==> src/rtl/deriv_scheduler.sv <==
// deriv_scheduler: issues coefficients to the derivative unit, tags its output words and buffers them in a FWFT FIFO
module deriv_scheduler #(
  parameter int DEPTH = 16,
  parameter int FRAME_LEN = 13
) (
  input  logic        clk,
  input  logic        rst_n,
  input  logic [31:0] s_data,
  input  logic        s_valid,
  input  logic        s_last,
  output logic        s_ready,
  output logic [31:0] dm_data_in,
  output logic        dm_valid_in,
  input  logic [31:0] dm_data_out,
  input  logic        dm_valid_out,
  output logic [31:0] m_data,
  output logic [1:0]  m_kind,
  output logic [5:0]  m_index,
  output logic        m_last,
  output logic        m_valid,
  input  logic        m_ready,
  output logic        sync_err,
  output logic [15:0] frames_done
);
  localparam int AW = $clog2(DEPTH);
  localparam int RW = AW + 1;
  typedef enum logic {RUN, GAP} state_t;
  state_t state_q, state_d;
  logic [1:0] gcnt_q, gcnt_d, gtot_q, gtot_d, g, rel_q, rel_d;
  logic [5:0] k_q, k_d, idx_q, idx_d, cidx_q, cidx_d;
  logic clast_q, clast_d, dv_q, dv_d, uv_q, uv_d, err_q, err_d;
  logic [RW-1:0] res_q, res_d, cnt_q, cnt_d;
  logic [AW-1:0] wp_q, wp_d, rp_q, rp_d;
  logic [31:0] dd_q, dd_d, ud_q, ud_d;
  logic [9:0] t0_q, t0_d, t1_q, t2_q;
  logic [15:0] fd_q, fd_d;
  logic [40:0] mem_q [DEPTH];
  logic acc, pop, wr, lost;
  assign dm_valid_in = dv_q;
  assign dm_data_in = dd_q;
  assign sync_err = err_q;
  assign frames_done = fd_q;
  // issue sequencing, tag generation (tag = {valid, kind, index, last}), credit and FIFO bookkeeping
  always_comb begin
    g = (k_q < 6'd2) ? 2'd0 : (k_q < 6'd4) ? 2'd1 : 2'd2;
    s_ready = (rel_q != 2'd0) && (state_q == RUN) && (32'(res_q) + 32'd3 <= 32'(DEPTH));
    m_valid = cnt_q != '0;
    acc = s_valid && s_ready;
    pop = m_valid && m_ready;
    wr = uv_q && t2_q[9];
    lost = t2_q[9] && !uv_q;
    rel_d = (rel_q == 2'd2) ? rel_q : rel_q + 2'd1;
    dv_d = acc;
    dd_d = acc ? s_data : dd_q;
    uv_d = dm_valid_out && (rel_q == 2'd2);
    ud_d = dm_data_out;
    k_d = k_q + 6'(acc);
    idx_d = !acc ? idx_q : (s_last || idx_q == 6'(FRAME_LEN - 1)) ? 6'd0 : idx_q + 6'd1;
    err_d = err_q || (uv_q != t2_q[9]) || (acc && !s_last && idx_q == 6'(FRAME_LEN - 1));
    state_d = (acc && g != 2'd0) ? GAP : (state_q == GAP && gcnt_q == 2'd1) ? RUN : state_q;
    gcnt_d = acc ? g : (state_q == GAP) ? gcnt_q - 2'd1 : gcnt_q;
    gtot_d = acc ? g : gtot_q;
    cidx_d = acc ? idx_q : cidx_q;
    clast_d = acc ? s_last : clast_q;
    t0_d = acc ? {1'b1, 2'd0, idx_q, s_last && g == 2'd0}
         : (state_q == GAP) ? {1'b1, (gcnt_q == gtot_q) ? 2'd1 : 2'd2, cidx_q, clast_q && gcnt_q == 2'd1}
         : 10'd0;
    res_d = res_q + (acc ? RW'(g) + RW'(1) : RW'(0)) - RW'(pop) - RW'(lost);
    cnt_d = cnt_q + RW'(wr) - RW'(pop);
    wp_d = wp_q + AW'(wr);
    rp_d = rp_q + AW'(pop);
    fd_d = fd_q + 16'(wr && t2_q[0]);
    m_data = m_valid ? mem_q[rp_q][40:9] : 32'd0;
    m_kind = m_valid ? mem_q[rp_q][8:7] : 2'd0;
    m_index = m_valid ? mem_q[rp_q][6:1] : 6'd0;
    m_last = m_valid && mem_q[rp_q][0];
  end
  // control state with async clear; tags are delayed twice to line up with the captured unit output
  always_ff @(posedge clk or negedge rst_n)
    if (!rst_n) begin
      state_q <= RUN;
      gcnt_q <= '0;
      gtot_q <= '0;
      rel_q <= '0;
      k_q <= '0;
      idx_q <= '0;
      cidx_q <= '0;
      clast_q <= 1'b0;
      dv_q <= 1'b0;
      dd_q <= '0;
      uv_q <= 1'b0;
      ud_q <= '0;
      err_q <= 1'b0;
      res_q <= '0;
      cnt_q <= '0;
      wp_q <= '0;
      rp_q <= '0;
      t0_q <= '0;
      t1_q <= '0;
      t2_q <= '0;
      fd_q <= '0;
    end else begin
      state_q <= state_d;
      gcnt_q <= gcnt_d;
      gtot_q <= gtot_d;
      rel_q <= rel_d;
      k_q <= k_d;
      idx_q <= idx_d;
      cidx_q <= cidx_d;
      clast_q <= clast_d;
      dv_q <= dv_d;
      dd_q <= dd_d;
      uv_q <= uv_d;
      ud_q <= ud_d;
      err_q <= err_d;
      res_q <= res_d;
      cnt_q <= cnt_d;
      wp_q <= wp_d;
      rp_q <= rp_d;
      t0_q <= t0_d;
      t1_q <= t0_q;
      t2_q <= t1_q;
      fd_q <= fd_d;
    end
  // FIFO storage: {data, kind, index, last}
  always_ff @(posedge clk)
    if (wr) mem_q[wp_q] <= {ud_q, t2_q[8:0]};
endmodule

==> config.mk <==
export PLATFORM = sky130hd
export DESIGN_NAME = deriv_scheduler
export DESIGN_NICKNAME = d
export VERILOG_FILES = /design/src/rtl/deriv_scheduler.sv
export SDC_FILE = /design/constraint.sdc
export NUM_CORES = 1
export LEC_CHECK = 0
export CORE_MARGIN = 2
export CORE_UTILIZATION = 25
export CTS_CLUSTER_DIAMETER = 120
export DETAILED_ROUTE_END_ITERATION = 12
export MAX_ROUTING_LAYER = met4
export PLACE_DENSITY = 0.4
export REMOVE_ABC_BUFFERS = 1
export SLEW_MARGIN = 20
export SYNTH_ARGS = -nofsm -noshare
export SYNTH_HDL_FRONTEND = slang
export SYNTH_SLANG_ARGS = --single-unit
==> constraint.sdc <==
create_clock -name clk -period 4.5 [get_ports clk]
set_clock_uncertainty 0.05 [all_clocks]
set_input_delay 0.9 -clock clk [delete_from_list [all_inputs] [get_ports clk]]
set_output_delay 0.9 -clock clk [all_outputs]
set_load 0.01 [all_outputs]
Word level (Yosys, flattened, before mapping)
Memories as Yosys holds them, arrays and structs flattened.
Cells that the tools add are included.
{"block": "op_classes", "addsub": 14, "n_lt_le_gt_ge": 3, "n_eq_ne": 5, "muxes": 16, "bitwise_logic": 1, "n_reduce_logical": 26}
{"op": "$mux W32", "n": 1}
{"op": "$mux W10", "n": 2}
{"op": "$add A16 B1 Y16", "n": 1}
{"op": "$logic_and A1 B1 Y1", "n": 15}
{"op": "$sub A5 B1 Y5", "n": 3}
{"op": "$mux W2", "n": 6}
{"op": "$mux W6", "n": 2}
{"op": "$add A4 B1 Y4", "n": 2}
{"op": "$reduce_bool A2 Y1", "n": 4}
{"op": "$add A5 B2 Y6 const B", "n": 1}
{"op": "$add A6 B1 Y6", "n": 1}
{"op": "$add A6 B1 Y6 const B", "n": 1}
{"op": "$eq A6 B4 Y1 const B", "n": 1}
{"op": "$le A6 B5 Y1 const B", "n": 1}
{"op": "$lt A6 B2 Y1 const B", "n": 1}
{"op": "$lt A6 B3 Y1 const B", "n": 1}
{"op": "$add A5 B1 Y5", "n": 1}
{"op": "$add A5 B3 Y5", "n": 1}
{"op": "$reduce_bool A5 Y1", "n": 1}
{"op": "$mux W1", "n": 4}
{"op": "$add A2 B1 Y3 const B", "n": 1}
{"op": "$logic_or A1 B1 Y1", "n": 3}
{"op": "$mux W3", "n": 1}
{"op": "$add A2 B1 Y2 const B", "n": 1}
{"op": "8 further kinds", "n": 9}
{"block": "word_totals", "reg_bits": 157, "mem_bits_rw": 656, "inputBits": 70, "word_cells": 87, "memories": 1}
{"memory": "mem_q", "depth": 16, "width": 41, "read_ports": 1, "rd_clocked_by_memory_dff": 0, "wr": 1, "line_no": "37", "source": "logic [40:0] mem_q [DEPTH];"}

Longest topological paths before layout
{"block": "depth", "ltp_word": 8, "ltp_mapped": 15}

Worst setup path after synthesis
Ideal clock, no wire load.
{"block": "synth_path", "kind": "reg2reg", "startpoint": "reg uv_q", "endpoint": "mem mem_q[0][0], enable pin", "setup_time_ps": 490, "t_arrival_ps": 3855, "t_required_ps": 3960, "setup_slack_ps": 105, "stages_incl_launch_ff": 5, "period_less_slack_ps": 4395, "path_cell_list": "dfrtp_1 > ha_1 > inv_1 > or3_1 > nor3_1"}
{"block": "synth_between", "elab_chain_cells": 3}
{"element": "start: declaration", "line_no": "31", "source": "logic clast_q, clast_d, dv_q, dv_d, uv_q, uv_d, err_q, err_d;"}
{"element": "start signal: assignment", "line_no": "113", "source": "uv_q <= uv_d;"}
{"element": "$logic_and A1 B1 Y1", "line_no": "50", "source": "wr = uv_q && t2_q[9];"}
{"element": "$mux W1", "line_no": "127", "source": "if (wr) mem_q[wp_q] <= {ud_q, t2_q[8:0]};"}
{"element": "$mux W1 (not written as such)", "line_no": "127"}
{"element": "end: declaration", "line_no": "37"}
No other way between the ends.

Worst setup path in the final report
{"block": "layout_path", "startpoint": "reg rp_q[1]", "endpoint": "out m_data[3]"}
{"block": "layout_between", "elab_chain_cells": 2}
{"element": "start: declaration", "line_no": "33", "source": "logic [AW-1:0] wp_q, wp_d, rp_q, rp_d;"}
{"element": "start signal: assignment", "line_no": "119", "source": "rp_q <= rp_d;"}
{"element": "$mem_v2 Z16 W41"}
{"element": "$mux W32", "line_no": "73", "source": "m_data = m_valid ? mem_q[rp_q][40:9] : 32'd0;"}
{"element": "end: declaration", "line_no": "16", "source": "output logic [31:0] m_data,"}
No other way between the ends.

==> key figures <==
Cells and area
  – Share of post-route cells with drive strength above 1: 0.2260
  – Fill cells: roughly 12000
  – Most common cell after layout, fill and taps aside: edfxtp_1
  – Final nets: 1858
  – Post-layout util: 0.3092
  – Area delta synth->final: 23.18%
  – Fin area: 38130 um^2
  – Commonest cells after routing, fill and taps aside: edfxtp_1 (656), clkdlybuf4s50_1 (161), dfrtp_1 (154), mux4_2 (138), mux2i_1 (101)
  – Final std cells w/o fill: between 3000 and 4000

Timing
  – Final hold vios: 0
  – RSZ-0062 raised after global routing: false
  – Final setup viols: 0
  – Pins Over Slew Limit: 0
  – Slew HR: 0.3248
  – Period utilization: 0.9485
  – Tmin final: 4.268 ns
  – Max Freq: ~230 MHz
  – Worst-margin pin slew: 1.013 ns

Setup path
  – Req. time, crit path: about 3.6 ns
  – Crit path DAT: between 3 and 4 ns
  – Setup CP Type: flop to primary output
  – CP cell instances: buf_4 > buf_4 > mux4_2 > mux2i_1 > o22ai_1 > clkdlybuf4s50_1
  – Slowest CP cell: dfrtp_4
  – Worst reg2reg startpoint: cnt_q[2]
  – Worst Setup End Kind: primary output
  – Crit path top cell by count: buf_4
  – Crit start category: flop
  – Critical path origin: rp_q[1]
  – CP peak stage delay: between 0.8 and 0.9 ns
  – Crit Path Max Fanout: 32

Routing
  – First drt pass iteration count: 5
  – DRC viols: 0
  – DRT met1 WL: roughly 36000 um
  – Total Wirelength: between 70000 and 80000 um
  – Avg WL per Cell: approximately 23 um
  – WL met3: roughly 4200 um
  – DRT antenna net count: 0
  – Via density: between 4 and 5
  – Max layer used: met4
  – Initial DRC count: between 1000 and 1500
  – WL met2: around 37000 um
  – Via count: between 15000 and 20000

Clock network
  – # H-tree levels: 3
  – Clk buf depth: 3
  – Worst-skew pair later-pin latency: roughly 0.66 ns
  – CTS tree: done
  – Hold_buf cts: 0
  – Root Buffer: clkbuf_16
  – Reg clk slew, reported paths: roughly 0.060 ns
  – Sink Count: 813
  – TritonCTS Buffers: between 90 and 100

Pwr
  – P_int: between 15 and 20 mW
  – Switch Pwr: about 7.4 mW
  – Sequential power share: 0.394
  – Pleak: 13.06 nW
  – Sw frac: 0.3025
  – Clock share of power: 0.308
  – Comb pwr share: 0.298
  – Worst ir drop on vdd: approximately 360 uV
  – PwrDens: ~640 nW/um^2

Floorplan
  – # IOs: 163
  – Die area: ~130000 um^2
  – Die H: between 300 and 400 um
  – Die Width: 355.9 um
  – Starting Density: 0.2510
  – Core Area: 123300 um^2
  – FP Rows: 129

Global route
  – First-pass GRT wire length: about 120000 um
  – Vias in the first global route: 16470
  – Total grt overflow: 0
  – Initial antenna violation count: 5
  – Total global-route track usage: 0.1294
  – Pin count of the biggest net entering global routing: 63

Synth
  – Synth Register Bits: 813
  – Synth Area per Inst: just over 20 um^2
  – Number of synthesized flops with an enable pin: 656
  – Async SR Flop Fraction: 0.1931
  – Register area share after synthesis: 0.7634
  – Synthesized instance count: 1518
  – Synth cell types: between 50 and 60
  – Main synth FF type: edfxtp_1
  – Netlist Area Pre-Place: 30950 um^2
  – Synth Warn #: 0

Placement
  – # port buffers: 162
  – Placed Area: between 30000 and 40000 um^2
  – Hpwl dp: ~42000 um
  – GPL Wtd Cong: ~0.70
  – Placed insts: 3290

Job
  – MaxCap Viol Count: 0

Outcome
  – Run status: completed

Worst hold path
  – Worst Hold Class: primary input to asynchronous set/reset pin
cell usage after synthesis (20+ instances only):
| cell type | count | area share |
|---|---|---|
| buf_2 | 31 | 0.0050 |
| clkbuf_1 | 25 | 0.0030 |
| dfrtp_1 | 157 | 0.13 |
| edfxtp_1 | 656 | 0.64 |
| ha_1 | 28 | 0.011 |
| inv_1 | 27 | 0.0033 |
| mux2_2 | 58 | 0.021 |
| mux2i_1 | 101 | 0.033 |
| mux4_2 | 138 | 0.10 |
| nand2_1 | 47 | 0.0057 |
| nand3_1 | 21 | 0.0034 |
| nor2_1 | 25 | 0.0030 |
| o211ai_1 | 20 | 0.0049 |
| o22ai_1 | 34 | 0.0069 |
sequential cells by signal (all words and copies together), names as in the netlist, 4 cells and up:
| signal | count |
|---|---|
| cidx_q | 6 |
| cnt_q | 5 |
| dm_data_in | 32 |
| frames_done | 16 |
| idx_q | 6 |
| k_q | 6 |
| mem_q | 656 |
| res_q | 5 |
| rp_q | 4 |
| t0_q | 10 |
| t1_q | 10 |
| t2_q | 10 |
| ud_q | 32 |
| wp_q | 4 |
worst max-delay path, delay by kind of cell (launching register included):
family / cells / cell delay (ns)
buf+inv: 3 / 1.22
flops: 1 / 0.82
mux: 2 / 0.49
compound gates: 1 / 0.11
final cells by class:
cell class	count	area (um^2)	area share
multi-input combinational	605	7007	0.1838
sequential	813	23640	0.6200
inverter	28	107.6	0.002822
tap	1637	2048	0.05372
clock inverter	43	424.2	0.01112
clock buffer	128	2624	0.06882
timing repair buffer	215	2265	0.05940
antenna	5	12.51	0.0003282
stage by stage:
stage | hold WS, ns | setup WS [ns] | power [mW] | setup TNS [ns]
2_1_floorplan | 0.2812 | -4.610 | 14.02 | -193.03
3_3_place_gp | 0.2834 | 0.5817 | 17.24 | 0
3_5_place_dp | 0.2847 | 0.5730 | 17.29 | 0
4_1_cts | 0.2400 | 0.07525 | 24.96 | 0
5_1_grt | 0.2593 | 0.01257 | 25.79 | 0
6_report | 0.2447 | 0.2319 | 24.46 | 0
repair_timing:
item	CTS	global route
cloned	0	0
buffers inserted	0	8
gates resized for setup	3	0
pin swaps	0	0
endpoints found under the setup margin	10	1
cell families (layout without fill, tap and decap cells):
family          count (synthesis)  after routing  share of synthesized area
fa+ha+maj                      32             32                    0.01391
other cells                     0              5                          0
buf+inv                       100            414                    0.01467
compound gates                114            114                    0.02494
flops                         813            813                     0.7634
xor+xnor                       32             32                   0.009055
mux                           297            297                     0.1542
simple gates                  130            130                    0.01985
layer usage:
layer  vias to the layer above  global-route usage
met4                         0             0.03114
met1                      8060              0.1716
met2                       344              0.2004
li1                       6570                   -
met3                       119             0.03073
met5                         -                   -
final timing paths:
check | end | slack, ns | depth (start not counted)
setup / recovery | m_data[3] | 0.23 | 6
hold / removal | dm_data_in[16] | 0.24 | 1
setup reg to reg | res_q[4] | 0.79 | 12
hold reg to reg | t1_q[2] | 0.29 | 0
max in group asynchronous | frames_done[14] | 3.04 | 2
min in group clk | t1_q[2] | 0.29 | 0
power by group through the flow:
| stage | logic [mW] | registers, mW | clock network [mW] |
|---|---|---|---|
| 2_1_floorplan | 3.90 | 10.1 | 0 |
| 3_3_place_gp | 7.45 | 9.78 | 0 |
| 3_5_place_dp | 7.46 | 9.83 | 0 |
| 4_1_cts | 7.50 | 9.69 | 7.77 |
| 5_1_grt | 7.98 | 9.76 | 8.05 |
| 6_report | 7.28 | 9.65 | 7.52 |
No activity file was read; power rests on OpenSTA's default activity.
==> RTL change 1: new RTL, same settings <==
Compare `idx_q` against `6'(FRAME_LEN - 1)` with >= in place of ==.
--- a/src/rtl/deriv_scheduler.sv
+++ b/src/rtl/deriv_scheduler.sv
@@ -55,7 +55,7 @@
     uv_d = dm_valid_out && (rel_q == 2'd2);
     ud_d = dm_data_out;
     k_d = k_q + 6'(acc);
-    idx_d = !acc ? idx_q : (s_last || idx_q == 6'(FRAME_LEN - 1)) ? 6'd0 : idx_q + 6'd1;
+    idx_d = !acc ? idx_q : (s_last || idx_q >= 6'(FRAME_LEN - 1)) ? 6'd0 : idx_q + 6'd1;
     err_d = err_q || (uv_q != t2_q[9]) || (acc && !s_last && idx_q == 6'(FRAME_LEN - 1));
     state_d = (acc && g != 2'd0) ? GAP : (state_q == GAP && gcnt_q == 2'd1) ? RUN : state_q;
     gcnt_d = acc ? g : (state_q == GAP) ? gcnt_q - 2'd1 : gcnt_q;
Check against the original RTL: no difference found for any inputs over 4 cycles, from zero or initial values and one cycle with rst_n low; that may be too few to reach the edited logic, so the function may still have changed.
==> RTL change 1 against the unedited design <==
  * Sequential power decreased by 1%
  * First-iteration DRC count decreased by 6.7%
  * Area after synthesis barely moved
  * Via count increased by 1.7%
  * Critical path depth stayed put
  * Critical path type unchanged
  * Sequential share of layout area increased by 0.37 points
  * Sequential cell count unchanged
  * Wire length is 0.45% lower
  * Final area fell by 0.60%
  * Non-clock buffer count increased by 7
  * Worst setup slack worse by 62 ps
  * Total power down 0.38%
  * Final cell count rose by 0.12%
==> RTL change 1: results <==
metrics = {
    "global_routing": {
        "antenna_found_initial": 4,
        "use_met3_pct": 2.65,
        "grtUsageMet1_pct": 16.6,
        "grt_pass1_vias": 16800,
        "grtUsageMet2_pct": 20.6,
        "grt_max_degree": 69,
        "grt_first_pass_wirelength_um": 116000,
    },
    "worst_setup_path": {
        "max_stage_delay_ps": 640,
        "cp.arrival_ps": 3380,
        "crit_fanout": 55,
    },
    "cts": {
        "insertion_delay_ps": 650,
        "cts_buffers": 93,
    },
    "route": {
        "vias_per_cell": 4.41,
        "drt-initial-drc-count": 1030,
        "wl_um": 78600,
        "dr.pass1.iters": 4,
    },
    "power_and_ir_drop": {
        "power_leakage_nw": 13.0,
        "irDropWorstVdd_uv": 445,
    },
    "logic_synthesis": {
        "yosysSeqAreaShare_pct": 76.4,
        "yosysWarnings": 0,
        "ys_top_cells_by_count": "656 x edfxtp_1, 157 x dfrtp_1, 123 x mux4_2, 82 x mux2i_1, 50 x a22oi_1",
        "synth.area.top_cells": "edfxtp_1 64%, dfrtp_1 13%, mux4_2 9.0%, mux2i_1 2.7%, mux2_1 1.3%",
        "ys_types": 48,
    },
    "placed_design": {
        "dp.final_hpwl_um": 43300,
        "gp_congestion": 0.702,
        "place_area_um2": 35000,
    },
    "cells_and_area": {
        "nets": 1865,
        "drive_gt1_share_pct": 18.4,
    },
    "sta": {
        "worst_pin_slew_ps": 946,
    },
    "outcome": {
        "status": "finished clean",
    },
}
RTL change 1: worst max-delay path: cells and delay by family, from the launching register on:
| family | cells | cell delay (ps) |
|---|---|---|
| compound gates | 1 | 190 |
| buf+inv | 2 | 960 |
| flops | 1 | 640 |
| mux | 2 | 820 |
| simple gates | 1 | 70 |
RTL change 1: cell type report:
| class | instances | area, um2 |
|---|---|---|
| timing repair buffer | 222 | 2350 |
| inverter | 29 | 109 |
| multi-input combinational | 604 | 6920 |
| fill | 12000 | 85400 |
| clock inverter | 47 | 327 |
| sequential | 813 | 23600 |
| tap | 1637 | 2050 |
| clock buffer | 124 | 2510 |
| antenna | 2 | 5.00 |
RTL change 1: layer usage:
metal	up-vias	part of all wire [%]
li1	6679	-
met1	8189	45
met2	357	48
met3	121	4.5
met4	0	2.4
met5	-	0
RTL change 1: path summary, 6_finish.rpt:
check	slack [ps]	end	startpoint	cells past startpoint
worst max-delay path	170	m_index[4]	rp_q[0]	6
worst min-delay path	230	rel_q[0]	rst_n	1
worst max register to register	900	res_q[4]	cnt_q[3]	14
worst min register to register	290	t1_q[1]	t0_q[1]	0
max in group asynchronous	3240	k_q[0]	rst_n	2
min in group clk	290	t1_q[1]	t0_q[1]	0
RTL change 1: kinds of logic after synthesis:
logic type	Yosys count	synth area share, %
compound gates	165	4.18
xor+xnor	32	0.906
fa+ha+maj	32	1.39
buf+inv	108	1.76
flops	813	76.4
mux	246	13.1
simple gates	129	2.31
RTL change 1: timing repair:
item,4_1_cts,5_1_grt
resized for setup,0,2
hold endpoints to repair,0,0
setup buffers,7,0
endpoints found under the setup margin,19,7
pin swaps,1,0
RTL change 1: power by group:
group          switching, mW  leakage [nW]  total, mW  internal [mW]
Combinational           3.99          3.78       7.75           3.76
Sequential             0.564          7.87       9.53           8.96
Clock                   3.00          1.38       7.08           4.08
RTL change 1: per-stage QoR:
step	setup WS (ps)	power [mW]	instances	hold WS [ps]
after floorplan	-4990	13.9	1446	281
after global placement	579	17.5	3298	284
after detailed placement	512	17.6	3298	285
after CTS	42.0	24.9	3476	231
after global routing	4.67	25.7	3478	259
final	170	24.4	3478	225
==> RTL change 2: new RTL, config.mk and constraints unchanged <==
Without the edit above. `DEPTH`: 16 -> 32.
--- a/src/rtl/deriv_scheduler.sv
+++ b/src/rtl/deriv_scheduler.sv
@@ -1,6 +1,6 @@
 // deriv_scheduler: issues coefficients to the derivative unit, tags its output words and buffers them in a FWFT FIFO
 module deriv_scheduler #(
-  parameter int DEPTH = 16,
+  parameter int DEPTH = 32,
   parameter int FRAME_LEN = 13
 ) (
   input  logic        clk,
Function: no difference found for any inputs over 4 cycles, from zero or initial values and one cycle with rst_n low; that may be too few to reach the edited logic, so the function may still have changed.
==> RTL change 2 against the unedited design <==
  * Worst setup slack worse by 150 ps
  * Final area is 82% higher
  * Non-clock buffer count is 161 higher
  * Sequential cell count is 660 higher
  * Area after synthesis is 82% higher
  * Utilization hardly changed
  * Wire length is 120% higher
  * Via count is 89% higher
  * Total power is 81% higher
  * Die area is 81% higher
==> RTL change 2: results <==
metrics = {
    "logic_synthesis": {
        "synth.area.top_cells": "edfxtp_1 70%, mux4_2 9.1%, dfrtp_1 7.2%, mux2i_1 2.6%, mux2_2 1.9%",
        "ys_async_sr_fraction_pct": 10.9,
        "synthMuxAreaShare_pct": 13.6,
        "synth_xor_xnor_area_share_pct": 0.576,
        "synth_edf_count": 1312,
        "synth_compound_area_share_pct": 4.36,
    },
    "placed_design": {
        "dp.final_hpwl_um": 91700,
        "dpl.cell_count": 5882,
        "gp_congestion": 0.705,
    },
    "worst_setup_path": {
        "cp.arrival_ps": 3470,
    },
    "route": {
        "wl_um": 177000,
        "drt-initial-drc-count": 2448,
        "met1_length_um": 78700,
        "wl_met2_um": 85900,
        "wl_met3_um": 8540,
    },
    "cts": {
        "htreeDepth": 4,
        "insertion_delay_ps": 810,
        "cts_buffers": 164,
    },
    "power_and_ir_drop": {
        "irDropWorstVdd_uv": 491,
        "power_leakage_nw": 23.0,
        "p_comb_share_pct": 33.1,
        "pwr-share-clk_pct": 29.2,
    },
    "cells_and_area": {
        "nets": 3229,
    },
    "outcome": {
        "status": "finished clean",
    },
    "global_routing": {
        "grtUsageMet2_pct": 25.3,
        "grt_first_pass_wirelength_um": 244000,
    },
}
RTL change 2: changes by cell type in the layout (fill, tap and decap cells not counted), sizes merged, moves of 32 or more:
| cell | before | now |
|---|---|---|
| a2111oi | 0 | 32 |
| a211oi | 0 | 50 |
| a22o | 4 | 36 |
| buf | 53 | 204 |
| clkbuf | 129 | 233 |
| clkdlybuf4s50 | 161 | 127 |
| edfxtp | 656 | 1312 |
| mux2 | 58 | 95 |
| mux2i | 101 | 145 |
| mux4 | 138 | 227 |
| nor2 | 26 | 78 |
| o221ai | 0 | 32 |
RTL change 2: what timing repair did:
| action | 4_1_cts | 5_1_grt |
|---|---|---|
| setup endpoints to repair | 41 | 17 |
| gates cloned | 17 | 2 |
| hold buffers | 0 | 0 |
| gates resized for setup | 162 | 21 |
| hold endpoints to repair | 0 | 0 |
| setup buffers | 34 | 14 |
| pin swaps | 7 | 2 |
RTL change 2: cell families (layout without fill, tap and decap cells):
family	after synthesis	in the layout
adder cells (fa/ha/maj)	36	36
XOR/XNOR	37	37
flip-flops	1473	1473
buffers and inverters	185	714
multiplexers	467	467
AO/OA/AOI/OAI	329	329
other	0	9
AND/OR/NAND/NOR	204	204
RTL change 2: layout make-up:
cell class              instances  area, um2
inverters                      35        131
clock buffers                 231       4510
clock inverters                72        614
flip-flops and latches       1473      43400
well taps                    2992       3740
diodes                          9       22.5
fillers                     21900     155000
repair buffers                376       4360
multi-input cells            1073      12600
RTL change 2: worst paths after layout:
path / to / slack, ps / depth (start not counted)
max reg2reg: res_q[4] / 840 / 14
max: m_data[18] / 80 / 9
min: ud_q[31] / 60 / 1
min in group clk: t2_q[0] / 300 / 0
max in group asynchronous: ud_q[6] / 3410 / 2
min reg2reg: t2_q[0] / 300 / 0
